==> config.mk <==
export PLATFORM = sky130hd
export DESIGN_NAME = score_keeper
export DESIGN_NICKNAME = d
export VERILOG_FILES = /design/src/rtl/score_pkg.sv /design/src/rtl/bcd4_incr.sv /design/src/rtl/score_keeper.sv
export SDC_FILE = /design/constraint.sdc
export NUM_CORES = 1
export LEC_CHECK = 0
export CORE_UTILIZATION = 55
export DETAILED_ROUTE_END_ITERATION = 7
export MAX_ROUTING_LAYER = met4
export PLACE_DENSITY_LB_ADDON = 0.08
export SYNTH_ARGS = -nofsm -noshare
export SYNTH_HDL_FRONTEND = slang
export SYNTH_HIERARCHICAL = 1
export SYNTH_SLANG_ARGS = --single-unit
==> constraint.sdc <==
create_clock -name clk25 -period 13 [get_ports clk25]
set_input_delay 3.25 -clock clk25 [delete_from_list [all_inputs] [get_ports clk25]]
set_output_delay 3.25 -clock clk25 [all_outputs]
set_load 0.03 [all_outputs]
==> src/rtl/score_pkg.sv <==
// score_pkg: shared constants, types and helpers for the score keeper.
//   - Default point values per enemy kind.
//   - BCD_MAX: the largest displayable score, 9999, in BCD.
//   - bcd_digit_t: one BCD digit.
//   - popcount(): number of set bits in a kill-pulse vector.
package score_pkg;

  localparam int FLY_POINTS_DEF      = 10;
  localparam int MOSQUITO_POINTS_DEF = 20;
  localparam int SPIDER_POINTS_DEF   = 500;

  localparam logic [15:0] BCD_MAX = 16'h9999;

  typedef logic [3:0] bcd_digit_t;

  // Counts set bits. Callers zero-extend their vector to 32 bits.
  function automatic int unsigned popcount(input logic [31:0] v);
    int unsigned n;
    n = 0;
    for (int i = 0; i < 32; i++) begin
      n += 32'(v[i]);
    end
    return n;
  endfunction

endpackage

==> src/rtl/bcd4_incr.sv <==
// bcd4_incr: combinational +1 on a 4-digit packed BCD value.
//   value     in  16  BCD input, [15:12] is the thousands digit
//   result    out 16  value + 1 in BCD (wraps 9999 -> 0000)
//   carry_out out 1   high when value is 9999, i.e. the increment overflows
module bcd4_incr
  import score_pkg::*;
(
  input  logic [15:0] value,
  output logic [15:0] result,
  output logic        carry_out
);

  logic       carry;
  bcd_digit_t digit;

  // NOTE: combinational logic uses blocking assignments and gives every
  // output a default first, so no path leaves a value held (no latch).
  always_comb begin
    carry  = 1'b1;
    result = '0;
    digit  = '0;
    for (int i = 0; i < 4; i++) begin
      digit = value[i*4 +: 4];
      if (carry) begin
        if (digit == 4'd9) begin
          digit = 4'd0;
        end else begin
          digit = digit + 4'd1;
          carry = 1'b0;
        end
      end
      result[i*4 +: 4] = digit;
    end
    carry_out = carry;
  end

endmodule

==> src/rtl/score_keeper.sv <==
// score_keeper: turns per-cycle kill pulses into a rolling 4-digit BCD score,
// keeps the best committed score, and requests a retriggerable hit sound.
// Points are queued in a pending accumulator and drained one per clock.
//   clk25        in  1               pixel clock, all state on rising edge
//   reset        in  1               synchronous active-high, clears everything
//   round_clear  in  1               commit high score, zero score and pending
//   fly_hit      in  FLY_COUNT       one-cycle kill pulse per fly slot
//   mosquito_hit in  MOSQUITO_COUNT  one-cycle kill pulse per mosquito slot
//   spider_hit   in  1               one-cycle boss-kill pulse
//   score_bcd    out 16              current score, BCD
//   hiscore_bcd  out 16              best committed score, BCD
//   busy         out 1               pending points nonzero
//   sfx_hit      out 1               hit-sound timer running
module score_keeper
  import score_pkg::*;
#(
  parameter int FLY_COUNT       = 4,
  parameter int MOSQUITO_COUNT  = 8,
  parameter int FLY_POINTS      = FLY_POINTS_DEF,
  parameter int MOSQUITO_POINTS = MOSQUITO_POINTS_DEF,
  parameter int SPIDER_POINTS   = SPIDER_POINTS_DEF,
  parameter int PENDING_W       = 12,
  parameter int SFX_LEN         = 2_500_000
) (
  input  logic                      clk25,
  input  logic                      reset,
  input  logic                      round_clear,
  input  logic [FLY_COUNT-1:0]      fly_hit,
  input  logic [MOSQUITO_COUNT-1:0] mosquito_hit,
  input  logic                      spider_hit,
  output logic [15:0]               score_bcd,
  output logic [15:0]               hiscore_bcd,
  output logic                      busy,
  output logic                      sfx_hit
);

  localparam int SFX_W = $clog2(SFX_LEN + 1);

  logic [PENDING_W-1:0] pending;
  logic [PENDING_W-1:0] sum;
  logic [PENDING_W:0]   pending_wide;
  logic [PENDING_W-1:0] pending_next;
  logic [15:0]          score_q;
  logic [15:0]          hiscore_q;
  logic [15:0]          score_inc;
  logic                 score_at_max;
  logic                 tick;
  logic [SFX_W-1:0]     sfx_cnt;

  // Increment overflow only happens from 9999, so the carry doubles as the
  // "score is at maximum" flag.
  bcd4_incr u_incr (
    .value     (score_q),
    .result    (score_inc),
    .carry_out (score_at_max)
  );

  assign sum = PENDING_W'(popcount(32'(fly_hit)) * FLY_POINTS)
             + PENDING_W'(popcount(32'(mosquito_hit)) * MOSQUITO_POINTS)
             + (spider_hit ? PENDING_W'(SPIDER_POINTS) : '0);

  assign tick = (pending != '0) && !score_at_max;

  // One extra bit catches overflow; tick is only set when pending is
  // nonzero, so the subtraction can never underflow.
  assign pending_wide = {1'b0, pending} + {1'b0, sum}
                      - {{PENDING_W{1'b0}}, tick};
  assign pending_next = pending_wide[PENDING_W] ? '1
                                                : pending_wide[PENDING_W-1:0];

  // NOTE: sequential state is updated with non-blocking assignments so every
  // register samples the pre-edge values of the others.
  always_ff @(posedge clk25) begin
    if (reset) begin
      pending   <= '0;
      score_q   <= '0;
      hiscore_q <= '0;
      sfx_cnt   <= '0;
    end else begin
      if (round_clear) begin
        // Packed BCD compares in the same order as the numbers it encodes.
        if (score_q > hiscore_q) hiscore_q <= score_q;
        score_q <= '0;
        pending <= '0;
      end else if (score_at_max) begin
        // Score is pinned at 9999: drop queued and arriving points.
        pending <= '0;
      end else begin
        pending <= pending_next;
        if (tick) score_q <= score_inc;
      end

      // Retrigger reloads rather than extends.
      if (!round_clear && (sum != '0)) begin
        sfx_cnt <= SFX_W'(SFX_LEN);
      end else if (sfx_cnt != '0) begin
        sfx_cnt <= sfx_cnt - SFX_W'(1);
      end
    end
  end

  assign score_bcd   = score_q;
  assign hiscore_bcd = hiscore_q;
  assign busy        = (pending != '0);
  assign sfx_hit     = (sfx_cnt != '0);

endmodule

# [Word-level counts from Yosys, hierarchy flattened]
# Cells that the tools add are included.
[word_totals] register_bits=66 input_bits=16 output_inout_bits=34 word_cells=66
[op_classes] add_sub_neg=19 multipliers=2 magnitude_cmp=1 eq_ne=4 n_mux=15 bitwise=1 n_reduce_logical=16
[ops] cell="$mux W22" count=2
[ops] cell="$reduce_bool A12 Y1" count=2
[ops] cell="$reduce_bool A22 Y1" count=1
[ops] cell="$sub A22 B1 Y22 const B" count=1
[ops] cell="$add A4 B1 Y4 const B" count=4
[ops] cell="$eq A4 B4 Y1 const B" count=4
[ops] cell="$gt A16 B16 Y1" count=1
[ops] cell="$mux W4" count=4
[ops] cell="$add A12 B12 Y13" count=1
[ops] cell="$sub A13 B1 Y13" count=1
[ops] cell="$add A12 B9 Y12" count=1
[ops] cell="$add A8 B12 Y12" count=1
[ops] cell="$mux W12" count=1
[ops] cell="$mul A8 B3 Y10 const B" count=1
[ops] cell="$mux W9" count=1
[ops] cell="$reduce_and A3 Y1" count=3
[ops] cell="$add A3 B1 Y4" count=2
[ops] cell="$add A7 B1 Y8" count=1
[ops] cell="$add A6 B1 Y7" count=1
[ops] cell="$mul A4 B3 Y7 const B" count=1
[ops] cell="$mux W1" count=7
[ops] cell="$add A2 B1 Y3" count=2
[ops] cell="$add A5 B1 Y6" count=1
[ops] cell="$add A4 B1 Y5" count=1
[ops] cell="other kinds (8)" count=13

# [Depth between registers and ports, before layout]
[logic_depth] word_depth=13 depth_mapped=30 mapped_depth_nobuf=29

# [Cells and area by module]
# The synthesis kept the hierarchy.
[by_module_without_submodules] mod="score_keeper" instances=1 cells_each=519 area_each_um2=4574.4 seq_area_each_um2=1321.3
[by_module_without_submodules] mod="bcd4_incr" instances=1 cells_each=58 area_each_um2=394.1 seq_area_each_um2=0.0

# [Worst setup path after synthesis]
# No wires, ideal clock.
[synth_timing] kind="input to register" start="input port mosquito_hit[0]" end="register pending[10]" setup_ns=0.058 arrival_time_ns=9.836 required_ns=12.942 path_slack_ns=3.106 path_stages=27 n_path_buf=1 path_cell_list="fa_1 inv_1 fa_1 fa_1 inv_1 ha_1 fa_1 ha_1 ha_1 inv_1 fa_1 fa_1 inv_1 ha_1 a211oi_1 o21ai_0 a21oi_1 xor2_1 ha_1 inv_1 ha_1 a21o_1 a221oi_1 o21ai_0 a311oi_1 clkbuf_1 o21a_1"
[synth_between] elab_chain_len=13
[synth_lines] item="start, declared" line="score_keeper.sv:29" source="input logic [MOSQUITO_COUNT-1:0] mosquito_hit,"
[synth_lines] item="$add A1 B1 Y2" line="score_pkg.sv:21" source="n += 32'(v[i]);"
[synth_lines] item="$add A2 B1 Y3" line="score_pkg.sv:21"
[synth_lines] item="$add A3 B1 Y4" line="score_pkg.sv:21"
[synth_lines] item="$add A4 B1 Y5" line="score_pkg.sv:21"
[synth_lines] item="$add A5 B1 Y6" line="score_pkg.sv:21"
[synth_lines] item="$add A6 B1 Y7" line="score_pkg.sv:21"
[synth_lines] item="$add A7 B1 Y8" line="score_pkg.sv:21"
[synth_lines] item="$mul A8 B3 Y10" line="score_keeper.sv:59" source="+ PENDING_W'(popcount(32'(mosquito_hit)) * MOSQUITO_POINTS)"
[synth_lines] item="$add A8 B12 Y12" line="score_keeper.sv:59"
[synth_lines] item="$add A12 B9 Y12" line="score_keeper.sv:60" source="+ (spider_hit ? PENDING_W'(SPIDER_POINTS) : '0);"
[synth_lines] item="$add A12 B12 Y13" line="score_keeper.sv:66" source="assign pending_wide = {1'b0, pending} + {1'b0, sum}"
[synth_lines] item="$sub A13 B1 Y13" line="score_keeper.sv:67" source="- {{PENDING_W{1'b0}}, tick};"
[synth_lines] item="$mux W12" line="score_keeper.sv:68" source="assign pending_next = pending_wide[PENDING_W] ? '1"
[synth_lines] item="end signal, assigned" line="score_keeper.sv:89" source="pending <= pending_next;"
[synth_lines] item="end, declared" line="score_keeper.sv:39" source="logic [PENDING_W-1:0] pending;"
# Every way passes these cells.
# A chain may end at the register's enable or synchronous reset.

# [Final worst setup path]
[layout_timing] start="input port mosquito_hit[0]" end="register pending[2]"
# The elaborated chain is that of the path after synthesis.

==> results.yml <==
finish:
  nets: 718
  syn2layout_area_growth_pct: 16.82
  antenna_cells: 0
  fillers: 744
  utilization_pct: 66.56
  drive_gt1_share_pct: 7.256
synthesis:
  syn_nets: 666
  synth_warnings: 6
  syn_inst: 577
  postSynth.asyncResetShare_pct: 0
  ys_top_cells_by_count: "inv_1 (88), dfxtp_1 (66), nor2_1 (62)"
  synth_most_common_cell: "inv_1"
  syn_area_mm2: 0.004969
  synth_largest_area_cell: "dfxtp_1"
  synthTopCellsByArea: "dfxtp_1 (27%), ha_1 (15%), mux2i_1 (6.8%)"
  ys_ff_latch: 66
  synth-edff-count: 0
  synthDistinctLibCells: 72
  synth-seq-area-share_pct: 26.59
  syn_avg_cell_area_um2: 8.611
  synth-main-ff-cell: "dfxtp_1"
  synth_top_area_share_pct: 26.59
clocking:
  cts_tree: "done"
  cts_buffer_depth: 2
  cts_buffers: 9
  postCtsSetupRepairBufs: 0
  htreeDepth: 3
  worstSkewPairLatency_ns: 0.35
  cts_root_buf: "clkbuf_8"
  clk_pin_slew_ns: 0.08
  cts.repair.resized: 0
  cts.sinks: 66
  ctsHoldBuffers: 0
route:
  vias: 4032
  drc: 0
  drtPass1Iterations: 4
  antenna_left: 0
  wire_per_inst_um: 13.97
  drtIter0Drc: 132
  drt-total-wl_um: 10370
  via_per_inst: 5.434
critical_path:
  crit_path_end_kind: "register"
  crit_required_ns: 13.25
  cp_max_fo: 12
  slowest_delay_ns: 0.54
  slowest_stage: "fa_1"
  start_kind: "input port"
  r2r_slack_ns: 9.01
  crit_type: "input port to register"
  arrival_ns: 10.63
sta:
  fin_worst_skew_ns: 0.008560
  setup_slack_ns: 2.617
  period_share_pct: 79.87
  max_freq_mhz: 96.31
  relSlewSlack_pct: 33.80
  rsz0062_at_grt: "false"
  slew_violations: 0
  setup_viol: 0
  holdWs_ns: 0.5162
  final_hold_viol_count: 0
  worstMarginPinSlew_ns: 0.9899
  fin_tns_setup_ns: 0
  layout_min_cycle_time_ns: 10.38
floorplanning:
  ioPinCount: 50
  initial_core_util_pct: 56.97
  die_y_um: 97.05
  num_rows: 34
  die_x_um: 97.05
  dieArea_mm2: 0.009418
  core_area_mm2: 0.008721
placement:
  pre_cts_ws_ns: 2.316
  place.gp.congestion: 0.9437
  hpwl_um: 7802
  portBuffers: 49
grt:
  grt_usage_pct: 24.00
  grt_pass1_vias: 4002
  antenna_found_initial: 0
  grt_max_degree: 28
  grt_pass1_wl_um: 18060
  grt-ovfl-total: 0
status:
  status: "finished clean"
min_path:
  hold_path.class: "register to register"
job:
  maxCapViolCount: 0
## kinds of logic after synthesis
logic type / share of synthesized area, %
adder cells (fa/ha/maj): 20.35
AO/OA/AOI/OAI: 12.67
AND/OR/NAND/NOR: 17.53
buffers and inverters: 7.882
flip-flops: 26.59
multiplexers: 7.756
XOR/XNOR: 7.227
## critical path, delay by kind of cell
family / cells / cell delay (ns)
fa+ha+maj: 12 / 4.16
simple gates: 1 / 0.29
buf+inv: 7 / 0.87
xor+xnor: 2 / 0.53
compound gates: 7 / 1.51
## worst paths after layout
kind / to / from / cells past startpoint
setup / recovery: pending[2]$_SDFF_PP0_ / mosquito_hit[0] / 29
hold / removal: sfx_cnt[4]$_SDFFE_PP0P_ / sfx_cnt[4]$_SDFFE_PP0P_ / 2
setup reg to reg: pending[2]$_SDFF_PP0_ / score_bcd[3]$_SDFFE_PP0P_ / 14
hold reg to reg: sfx_cnt[4]$_SDFFE_PP0P_ / sfx_cnt[4]$_SDFFE_PP0P_ / 2
## area by class of cell
cell class	count	area, µm²	area share [%]
Timing Repair Buffer	54	528.0	9.097
Sequential cell	66	1321	22.76
Clock buffer	10	137.6	2.371
Inverter	88	330.3	5.691
Multi-Input combinational cell	410	3262	56.20
Clock inverter	6	90.09	1.552
Tap cell	108	135.1	2.328
## placed cells by master (no fill, tap or decap), types with 3 or more instances in the layout
cell type	count
a211oi_1	3
a21o_1	10
a21oi_1	24
and3_1	3
buf_4	5
clkbuf_8	10
clkdlybuf4s50_1	49
dfxtp_1	66
fa_1	13
ha_1	60
inv_1	88
mux2_2	3
mux2i_1	34
nand2_1	25
nand3_1	8
nand4_1	4
nor2_1	62
nor2b_1	9
nor3_1	11
nor3b_1	3
nor4_1	8
o2111ai_1	3
o211ai_1	3
o21a_1	13
o21ai_0	20
or3_1	3
xnor2_1	17
xor2_1	24
## per-stage QoR
step,cell area (µm²),instances
2_1_floorplan,4969,577
3_3_place_gp,5577,726
3_5_place_dp,5577,726
4_1_cts,5804,742
5_1_grt,5804,742
6_report,5804,742
## flip-flops by register name, indices dropped and copies added (netlist names)
| register | count |
|---|---|
| hiscore_bcd | 16 |
| pending | 12 |
| sfx_cnt | 22 |
| score_bcd | 16 |
## metal layers
layer  part of all wire [%]  vias to the layer above  track usage [%]
li1                       -                     2061                -
met1                     47                     1884            29.74
met2                     49                       77            39.54
met3                    3.3                       10            3.035
met4                   0.86                        0            9.874
met5                      0                        -                -
Power is left out: the tool's default activity adds up to more than one toggle a clock period on the data nets, which glitch-free logic cannot reach.
